`src/rtl/mat_trans_stream_ctrl_pkg.sv`:
```
// Shared types and helpers for the streaming matrix transpose controller.
package mat_pkg;

    typedef enum logic {
        FILL = 1'b0,
        FULL = 1'b1
    } in_state_e;

    typedef enum logic {
        EMPTY = 1'b0,
        EMIT  = 1'b1
    } out_state_e;

    // Width of a counter addressing all n*n elements, never narrower than one bit.
    function automatic int idx_width(input int n);
        int w;
        w = $clog2(n * n);
        return (w < 1) ? 1 : w;
    endfunction

    function automatic int idx(input int r, input int c, input int n);
        return r * n + c;
    endfunction

endpackage

```
`src/rtl/mat_trans_core.sv`:
```
// Purely combinational NxN transpose of a flat row-major element vector.
module mat_trans_core
    import mat_pkg::*;
#(
    parameter int DATA_WIDTH  = 16,
    parameter int MATRIX_SIZE = 3
) (
    input  logic [MATRIX_SIZE*MATRIX_SIZE*DATA_WIDTH-1:0] mat_in,
    output logic [MATRIX_SIZE*MATRIX_SIZE*DATA_WIDTH-1:0] mat_out
);

    for (genvar r = 0; r < MATRIX_SIZE; r++) begin : g_row
        for (genvar c = 0; c < MATRIX_SIZE; c++) begin : g_col
            assign mat_out[idx(r, c, MATRIX_SIZE)*DATA_WIDTH +: DATA_WIDTH] =
                   mat_in[idx(c, r, MATRIX_SIZE)*DATA_WIDTH +: DATA_WIDTH];
        end
    end

endmodule

```
`src/rtl/mat_trans_stream_ctrl.sv`:
```
// Ping-pong stream controller around mat_trans_core: row-major in, transposed row-major out.
// Optional MAT_TRANS_CTRL_BYPASS_EN adds cfg_bypass/bypass_active for identity pass-through.
module mat_trans_stream_ctrl
    import mat_pkg::*;
#(
    parameter int DATA_WIDTH  = 16,
    parameter int BIN_POS     = 8,
    parameter int MATRIX_SIZE = 3
) (
    input  logic                  clk,
    input  logic                  rst,
    input  logic [DATA_WIDTH-1:0] in_data,
    input  logic                  in_valid,
    output logic                  in_ready,
    output logic [DATA_WIDTH-1:0] out_data,
    output logic                  out_valid,
    input  logic                  out_ready,
    output logic                  out_last,
    output logic                  busy
`ifdef MAT_TRANS_CTRL_BYPASS_EN
    ,
    input  logic                  cfg_bypass,
    output logic                  bypass_active
`endif
);

    localparam int NN = MATRIX_SIZE * MATRIX_SIZE;
    localparam int IW = idx_width(MATRIX_SIZE);
    localparam int BW = NN * DATA_WIDTH;
    localparam logic [IW-1:0] LAST_IDX = IW'(NN - 1);

    // Element values are opaque here; BIN_POS only has to describe a valid format.
    if (BIN_POS < 0 || BIN_POS >= DATA_WIDTH || MATRIX_SIZE < 2 || MATRIX_SIZE > 8) begin : g_param_err
        $error("mat_trans_stream_ctrl: illegal BIN_POS or MATRIX_SIZE");
    end

    in_state_e  in_state_q,  in_state_d;
    out_state_e out_state_q, out_state_d;
    logic [IW-1:0] in_idx_q,  in_idx_d;
    logic [IW-1:0] out_idx_q, out_idx_d;
    logic [BW-1:0] in_buf_q,  in_buf_d;
    logic [BW-1:0] out_buf_q, out_buf_d;
    logic [BW-1:0] trans_buf;
    logic          in_fire, out_fire, out_done, xfer;

    mat_trans_core #(
        .DATA_WIDTH (DATA_WIDTH),
        .MATRIX_SIZE(MATRIX_SIZE)
    ) u_core (
        .mat_in (in_buf_q),
        .mat_out(trans_buf)
    );

    assign in_ready  = (in_state_q == FILL);
    assign out_valid = (out_state_q == EMIT);
    assign out_last  = out_valid && (out_idx_q == LAST_IDX);
    assign busy      = (in_idx_q != '0) || (in_state_q == FULL) || (out_state_q == EMIT);
    assign in_fire   = in_valid && in_ready;
    assign out_fire  = out_valid && out_ready;
    assign out_done  = out_fire && (out_idx_q == LAST_IDX);
    // A full input matrix moves across as soon as the output side is free or frees up this edge.
    assign xfer      = (in_state_q == FULL) && ((out_state_q == EMPTY) || out_done);

    always_comb begin
        out_data = '0;
        for (int i = 0; i < NN; i++) begin
            if (out_valid && out_idx_q == IW'(i)) begin
                out_data = out_buf_q[i*DATA_WIDTH +: DATA_WIDTH];
            end
        end
    end

    always_comb begin
        in_state_d = in_state_q;
        in_idx_d   = in_idx_q;
        in_buf_d   = in_buf_q;
        case (in_state_q)
            FILL: begin
                if (in_fire) begin
                    for (int i = 0; i < NN; i++) begin
                        if (in_idx_q == IW'(i)) begin
                            in_buf_d[i*DATA_WIDTH +: DATA_WIDTH] = in_data;
                        end
                    end
                    if (in_idx_q == LAST_IDX) begin
                        in_state_d = FULL;
                        in_idx_d   = '0;
                    end else begin
                        in_idx_d = in_idx_q + 1'b1;
                    end
                end
            end
            FULL: begin
                if (xfer) begin
                    in_state_d = FILL;
                end
            end
            default: in_state_d = FILL;
        endcase
    end

`ifdef MAT_TRANS_CTRL_BYPASS_EN
    logic bypass_q, bypass_d;

    assign bypass_active = bypass_q;
    assign bypass_d      = xfer ? cfg_bypass : bypass_q;

    always_ff @(posedge clk or posedge rst) begin
        if (rst) begin
            bypass_q <= 1'b0;
        end else begin
            bypass_q <= bypass_d;
        end
    end
`endif

    always_comb begin
        out_state_d = out_state_q;
        out_idx_d   = out_idx_q;
        out_buf_d   = out_buf_q;
        if (xfer) begin
`ifdef MAT_TRANS_CTRL_BYPASS_EN
            out_buf_d = cfg_bypass ? in_buf_q : trans_buf;
`else
            out_buf_d = trans_buf;
`endif
            out_state_d = EMIT;
            out_idx_d   = '0;
        end else if (out_fire) begin
            if (out_idx_q == LAST_IDX) begin
                out_state_d = EMPTY;
                out_idx_d   = '0;
            end else begin
                out_idx_d = out_idx_q + 1'b1;
            end
        end
    end

    always_ff @(posedge clk or posedge rst) begin
        if (rst) begin
            in_state_q  <= FILL;
            out_state_q <= EMPTY;
            in_idx_q    <= '0;
            out_idx_q   <= '0;
            in_buf_q    <= '0;
            out_buf_q   <= '0;
        end else begin
            in_state_q  <= in_state_d;
            out_state_q <= out_state_d;
            in_idx_q    <= in_idx_d;
            out_idx_q   <= out_idx_d;
            in_buf_q    <= in_buf_d;
            out_buf_q   <= out_buf_d;
        end
    end

endmodule

```
`config.mk`:
```
export PLATFORM = sky130hd
export DESIGN_NAME = mat_trans_stream_ctrl
export DESIGN_NICKNAME = d
export VERILOG_FILES = /design/src/rtl/mat_trans_stream_ctrl_pkg.sv /design/src/rtl/mat_trans_core.sv /design/src/rtl/mat_trans_stream_ctrl.sv
export SDC_FILE = /design/constraint.sdc
export NUM_CORES = 1
export LEC_CHECK = 0
export CORE_ASPECT_RATIO = 0.7
export CORE_MARGIN = 4
export CORE_UTILIZATION = 55
export DETAILED_ROUTE_END_ITERATION = 8
export PLACE_DENSITY = 0.73
export SLEW_MARGIN = 20
export SYNTH_ARGS = -nofsm -noshare
export SYNTH_HDL_FRONTEND = slang
export SYNTH_SLANG_ARGS = --single-unit
export TNS_END_PERCENT = 5
```
`constraint.sdc`:
```
create_clock -name clk -period 30.3 [get_ports clk]
set_input_delay 6.06 -clock clk [delete_from_list [all_inputs] [get_ports clk]]
set_output_delay 6.06 -clock clk [all_outputs]
set_load 0.1 [all_outputs]
```
# Word-level counts from Yosys, hierarchy flattened
# Cells that the tools add are included.
# classes
addsub	2
multipliers	0
div_mod_pow	0
magnitude_cmp	0
eq_ne	16
n_shift	0
muxes	20
bitwise_logic	2
n_reduce_logical	32
# ops
operator	n
16-bit 2-to-1 mux	9
4-bit by 3-bit == test with 1-bit output, second input constant	8
3-bit AND reduction	9
4-bit by 2-bit == test with 1-bit output, second input constant	4
4-bit 2-to-1 mux	4
1-bit logical AND	13
4-bit by 1-bit adder with 4-bit output, second input constant	2
4-bit by 1-bit == test with 1-bit output, second input constant	2
4-bit == test, second input constant	2
4-bit logical NOT	2
1-bit 2-to-1 mux	6
2-bit AND reduction	2
2-bit nonzero test	2
4-bit nonzero test	1
1-bit logical OR	3
1-bit inverter	2
1-bit case mux with 2 select lines	1
# totals
regBits	298
latch_bits	0
ram_bits	0
rom_bits	0
input_bits	20
output_inout_bits	20
elab_cells	86
mem_count	0

# Longest topological paths before layout
# Gate-level depths: netlist (run 1).
# depth
depth_word	11
ltp_mapped	10
depth_no_buf	9

# Modules after synthesis
# A second synthesis (run 1) with hierarchy kept.
# unflattened
cells_unflattened	1098
hier_area_um2	13964.6
# modules_own_cells
mod	instances	cells_each	area_each_um2	seq_area_each_um2
mat_trans_stream_ctrl	1	954	12883.6	7457.2
mat_trans_core	1	144	1081.0	0.0

# Least setup slack after synthesis (run 1)
# Ideal clock, no wire load.
# synth_timing
path_kind	reg2out
start	register out_state_q (netlist: out_valid)
end	output out_data[3]
t_arrival_ps	4597
required_time_ps	24240
path_slack_ps	19643
path_stages_with_launch	8
n_path_buf	1
cell_sequence	dfrtp_1 -> buf_2 -> nand2_1 -> inv_1 -> a31oi_1 -> nand3_1 -> a31oi_1 -> a211oi_1
# synth_via
elab_cells_between_ends	18
classes_between	mux (9); reduce/logical (9)
# synth_lines
item	line_no	source
start: declaration	mat_trans_stream_ctrl.sv:38	out_state_e out_state_q, out_state_d;
start signal: assignment	mat_trans_stream_ctrl.sv:149	out_state_q <= out_state_d;
1-bit logical AND	n/a	
named net out_last	mat_trans_stream_ctrl.sv:18	output logic out_last,
16-bit 2-to-1 mux	mat_trans_stream_ctrl.sv:67	if (out_valid && out_idx_q == IW'(i)) begin
end: declaration	mat_trans_stream_ctrl.sv:15	output logic [DATA_WIDTH-1:0] out_data,
# The timed path passes the listed nets, and every way through them passes these cells.

# Worst setup path in the final report (run 1)
# layout_timing
start	register out_idx_q[2]
end	output out_data[3]
# layout_via
elab_chain_cells	11
elab_cells_between_ends	27
classes_between	eq/ne (8); mux (9); reduce/logical (10)
# layout_lines
item	line_no	source
start: declaration	mat_trans_stream_ctrl.sv:40	logic [IW-1:0] out_idx_q, out_idx_d;
start signal: assignment	mat_trans_stream_ctrl.sv:151	out_idx_q <= out_idx_d;
4-bit logical NOT	mat_trans_stream_ctrl.sv:67	
1-bit logical AND	mat_trans_stream_ctrl.sv:67	
16-bit 2-to-1 mux (8 in a row)	mat_trans_stream_ctrl.sv:67	
16-bit 2-to-1 mux *	mat_trans_stream_ctrl.sv:67	
# Every way passes the cells marked *; elsewhere a longest branch is shown, timed or not.

==> flow_summary.yaml, run 1 <==
place:
  dpl_worst_slack_ps: 19770
  hpwlAfterDp_mm: 17.9
  routabilityCongestion: 0.842
  post_dp_cell_area_sq_mm: 0.0133
  port_buffers: 39
routing:
  drt_first_iter_violations: 865
  wl_mm: 29.5
  first_pass_iters: 6
  post_drt_wl_per_cell_microns: 22.6
  drt-vias-per-instance: 6.01
  drc_errors: 0
  detail-route-antenna-nets: 0
  vias: 7845
status:
  outcome: "finished clean"
setup_path:
  path_class: "flip-flop to output pin"
  cp_max_fo: 29
  path_buf_inv: 2
  end_kind: "output pin"
  critPathMostFrequentCell: "a31oi_1"
  cp_top_family: "simple AND/OR/NAND/NOR gates"
  startpoint: "out_idx_q[2]$_DFFE_PP0P_"
  max_stage_delay_ps: 1200
  r2r_cells: 5
  reg2reg_from: "out_idx_q[2]$_DFFE_PP0P_"
  crit_path_cell_trace: "and3b_1 > nand2_1 > inv_1 > a31oi_1 > nand3_1 > a31oi_1 > a211oi_1 > clkdlybuf4s50_1"
  cpMaxStageDelayCell: "clkdlybuf4s50_1"
  path_depth: 8
  startpoint_type: "flip-flop"
  cp.arrival_ps: 4960
  cp.required_ps: 24240
floorplan:
  die_w_microns: 190
  num_rows: 46
  chipHeight_microns: 135
  die-area_sq_mm: 0.0257
  pin_count: 40
  core_area_sq_mm: 0.0227
  start_util_pct: 56.1
clock_tree:
  cts_resized: 0
  h-tree-depth: 1
  cts_post_setup_buffers_inserted: 0
  cts_hold_buf: 0
  clock_path_buffers: 3
  cts_made_buffers: 28
  cts_root_buffer: "clkbuf_16"
  clock_latency_ps: 540
  numClockSinks: 298
  cts_tree: "built"
  clkTransAtPathRegs_ps: 70
sta:
  fin_ws_ps: 19280
  drv_slew: 0
  fmax_mhz: 90.7
  rsz0062_at_grt: "no"
  fin_tns_setup_ps: 0
  max_slew_margin_pct: 29.2
  skew_ps: 11.7
  hold_violations: 0
  min_period_ps: 11020
  tightest_slew_ps: 1060
  fin_crit_sh_pct: 36.4
  finalSetupViolCount: 0
  holdWs_ps: 478
finish:
  design_area_sq_mm: 0.0143
  syn_to_final_growth_pct: 12.1
  fill_cells: 1731
  multiInputGateArea_sq_mm: 0.00485
  drive_gt1_share_pct: 24.9
  antennaDiodeCount: 0
  fin_nets: 999
  final_cell_mix: "298 x dfrtp_1, 171 x mux2_2, 104 x mux2_1, 56 x a21oi_1, 49 x nand2_1"
  regArea_sq_mm: 0.00746
  layout.cells.most_common: "dfrtp_1"
worst_hold_path:
  hold_start: "in_buf_q[137]$_DFFE_PP0P_"
  min_path_cells: 1
  min_path_type: "flip-flop to flip-flop"
yosys:
  synth_edf_count: 0
  async_flop_share_pct: 100
  syn_inst: 949
  ys_ff_latch: 298
  synth_area_per_cell_sq_um: 13.4
  synth.distinct_cells: 51
  ys_warn_count: 0
  synth_fp_nets: 977
  synth-main-ff-cell: "dfrtp_1"
  netlist_area_sq_mm: 0.0127
  synth_seq_area_share_pct: 58.5
global_route:
  grt_antenna_before_repair: 0
  grt_start_max_net_pins: 140
  grt_first_pass_wirelength_mm: 46.3
  grt_pass1_vias: 7883
  grt_use_total_pct: 23.2
  grt_overflow: 0
power_and_ir_drop:
  pwr_density_cell_mw_per_mm2: 119
  vdd_drop_max_mv: 0.0893
  power.leakage_nw: 6.65
job:
  cap_violations: 0
-- area by class of cell --
class	count	area share [%]
Clock inverter	17	1.58
Multi-Input combinational cell	569	33.9
Tap cell	312	2.73
Sequential cell	298	52.2
Timing Repair Buffer	50	3.50
Clock buffer	35	5.38
Inverter	24	0.683
-- flip-flops by register name (all words and copies together) (netlist names) --
register and cells:
in_buf_q 144, out_buf_q 144, in_idx_q 4, out_idx_q 4
in_state_q 1, out_valid 1
-- cells in the mapped netlist, types with 3 or more instances --
cell type / count / share of area, %
o22ai_1: 15 / 0.74
nor2b_1: 8 / 0.39
nand3_1: 22 / 0.86
ha_1: 8 / 0.79
inv_1: 23 / 0.68
nor2_1: 17 / 0.50
a31oi_1: 4 / 0.20
a21oi_1: 56 / 2.2
o21ai_0: 33 / 1.3
and2_1: 3 / 0.15
clkbuf_1: 19 / 0.56
nand2_2: 9 / 0.44
a222oi_1: 12 / 0.94
mux2_2: 171 / 15
buf_2: 21 / 0.82
mux2_1: 104 / 9.2
nand2_1: 49 / 1.4
a221oi_1: 6 / 0.41
buf_6: 12 / 1.1
nor3_1: 4 / 0.16
a21o_1: 16 / 0.94
dfrtp_1: 298 / 59
a22oi_1: 3 / 0.18
-- worst paths after layout --
kind | slack [ps] | to
min in group asynchronous | 6130 | in_buf_q[43]$_DFFE_PP0P_
hold reg to reg | 480 | out_buf_q[137]$_DFFE_PP0P_
hold / removal | 480 | out_buf_q[137]$_DFFE_PP0P_
setup reg to reg | 26980 | out_buf_q[30]$_DFFE_PP0P_
setup / recovery | 19280 | out_data[3]
max in group asynchronous | 22810 | out_buf_q[53]$_DFFE_PP0P_
-- metal layers --
layer	vias to the layer above	part of all wire (%)	global-route usage (%)
li1	3454	-	-
met1	4083	48	36.5
met2	259	44	34.6
met3	49	5.9	3.63
met4	0	2.0	4.98
met5	-	0	0
-- stage by stage --
stage	util, %	total power, mW	instances
6_report	62.9	1.70	1305
3_3_place_gp	58.3	1.30	1252
3_5_place_dp	58.3	1.32	1252
4_1_cts	62.7	1.70	1304
2_1_floorplan	-	1.15	949
5_1_grt	62.9	1.78	1305
-- report_power, final --
part	internal [mW]	switching (mW)
Sequential	0.568	0.104
Clock	0.223	0.154
Combinational	0.240	0.412
Total	1.03	0.670
-- kinds of logic (layout without fill, tap and decap cells) --
logic type	count (synthesis)	after routing	share of synthesized area (%)
simple gates	123	123	4.71
flops	298	298	58.5
compound gates	160	160	8.00
xor+xnor	2	2	0.137
fa+ha+maj	8	8	0.785
mux	276	276	24.4
buf+inv	82	126	3.48
No activity file was read; power rests on OpenSTA's default activity.
==> run 2: changes to the inputs <==
- clock period: 30.3 -> 11.4 ns (I/O delays scaled with it)
==> flow_summary.yaml, run 2 (synthesis results as in run 1) <==
status:
  outcome: "finished clean"
sta:
  rsz0062_at_grt: "no"
  skew_ps: 12.0
  fmax_mhz: 139
  max_slew_margin_pct: 26.3
  fin_tns_setup_ps: 0
  hold_violations: 0
  fin_crit_sh_pct: 63.3
  min_period_ps: 7210
  drv_slew: 0
  finalSetupViolCount: 0
  fin_ws_ps: 4190
  tightest_slew_ps: 1110
finish:
  final_cell_mix: "298 x dfrtp_1, 171 x mux2_2, 104 x mux2_1, 56 x a21oi_1, 49 x nand2_1"
  design_area_sq_mm: 0.0142
  fin_nets: 999
  reg.largest.list: "in_buf_q (144), out_buf_q (144)"
  drive_gt1_share_pct: 24.5
  fin_util_pct: 62.6
  antennaDiodeCount: 0
  layout.cells.most_common: "dfrtp_1"
  syn_to_final_growth_pct: 11.6
setup_path:
  critPathMostFrequentCell: "a31oi_1"
  cp.arrival_ps: 4930
  rr_endpoint: "out_buf_q[42]$_DFFE_PP0P_"
  startpoint_type: "flip-flop"
  r2r_slack_ps: 7800
  startpoint: "out_idx_q[2]$_DFFE_PP0P_"
  cpMaxStageDelayCell: "clkdlybuf4s50_1"
  path_buf_inv: 2
  reg2reg_from: "out_idx_q[2]$_DFFE_PP0P_"
  path_depth: 8
  cp_max_fo: 29
  cp_top_family: "simple AND/OR/NAND/NOR gates"
  cp.required_ps: 9120
  path_class: "flip-flop to output pin"
  worstSetupEndpoint: "out_data[3]"
  end_kind: "output pin"
  r2r_cells: 5
  crit_path_cell_trace: "and3b_1 > nand2_1 > inv_1 > a31oi_1 > nand3_1 > a31oi_1 > a211oi_1 > clkdlybuf4s50_1"
  max_stage_delay_ps: 1200
routing:
  drt-vias-per-instance: 6.01
  drt_first_iter_violations: 886
  post_drt_wl_per_cell_microns: 21.9
  detail-route-antenna-nets: 0
  first_pass_iters: 6
  vias: 7840
  wl_mm: 28.6
  drc_errors: 0
place:
  dpl_worst_slack_ps: 4650
  post_dp_cell_area_sq_mm: 0.0133
  port_buffers: 39
  hpwlAfterDp_mm: 17.6
  routabilityCongestion: 0.845
global_route:
  grt_overflow: 0
  grt_start_max_net_pins: 146
  grt_pass1_vias: 7649
  grt_use_total_pct: 22.6
  grt_first_pass_wirelength_mm: 45.2
  grt_antenna_before_repair: 0
floorplan:
  pin_count: 40
  chipHeight_microns: 135
  start_util_pct: 56.1
  die_w_microns: 190
  die-area_sq_mm: 0.0257
  core_area_sq_mm: 0.0227
  num_rows: 46
clock_tree:
  clock_latency_ps: 550
  cts_root_buffer: "clkbuf_16"
  numClockSinks: 298
  h-tree-depth: 1
  cts_tree: "built"
  cts_made_buffers: 29
  cts_hold_buf: 0
  cts_post_setup_buffers_inserted: 0
  cts_resized: 0
  clock_path_buffers: 3
  clkTransAtPathRegs_ps: 70
power_and_ir_drop:
  vdd_drop_max_mv: 0.369
  pwr_density_cell_mw_per_mm2: 314
  power.leakage_nw: 6.62
job:
  cap_violations: 0
worst_hold_path:
  min_path_type: "flip-flop to flip-flop"
[run 2: per-layer routing]
layer | track usage, % | routed length, microns | vias up
met3 | 3.66 | 1660 | 48
li1 | - | - | 3472
met4 | 4.98 | 429 | 0
met2 | 33.4 | 12600 | 235
met5 | 0 | 0 | -
met1 | 35.5 | 13900 | 4085
[run 2: worst register-to-register path: cells and delay by family, from the launching register on]
| family | cells | cell delay [ps] |
|---|---|---|
| multiplexers | 1 | 530 |
| buffers and inverters | 1 | 850 |
| flip-flops | 1 | 740 |
| AO/OA/AOI/OAI | 1 | 280 |
| AND/OR/NAND/NOR | 2 | 1090 |
[run 2: report_power, final]
part | switching (mW) | total, mW | internal [mW]
Combinational | 1.08 | 1.72 | 0.635
Clock | 0.406 | 0.972 | 0.565
Sequential | 0.271 | 1.78 | 1.51
[run 2: how the worst min path moves through the flow]
| stage | endpoint | from | depth (start not counted) |
|---|---|---|---|
| after floorplan | out_buf_q[74]$_DFFE_PP0P_ | in_buf_q[74]$_DFFE_PP0P_ | 2 |
| after global placement | out_buf_q[71]$_DFFE_PP0P_ | in_buf_q[71]$_DFFE_PP0P_ | 2 |
| after detailed placement | out_buf_q[70]$_DFFE_PP0P_ | in_buf_q[70]$_DFFE_PP0P_ | 2 |
| after CTS | out_buf_q[76]$_DFFE_PP0P_ | in_buf_q[76]$_DFFE_PP0P_ | 2 |
| after global routing | out_buf_q[143]$_DFFE_PP0P_ | in_buf_q[143]$_DFFE_PP0P_ | 1 |
| final | out_buf_q[76]$_DFFE_PP0P_ | in_buf_q[76]$_DFFE_PP0P_ | 2 |
[run 2: final cells by class]
class	count	area, sq um
clock inverter	12	155
inverter	24	97.6
sequential	298	7460
clock buffer	41	811
fill	1712	8510
multi-input combinational	569	4850
tap	312	390
timing repair buffer	49	465
[run 2: through the flow]
| step | power (mW) | hold WS, ps | cells |
|---|---|---|---|
| 2_1_floorplan | 3.05 | 444 | 949 |
| 3_3_place_gp | 3.45 | 453 | 1252 |
| 3_5_place_dp | 3.49 | 466 | 1252 |
| 4_1_cts | 4.48 | 476 | 1305 |
| 5_1_grt | 4.69 | 494 | 1305 |
| 6_report | 4.47 | 474 | 1305 |
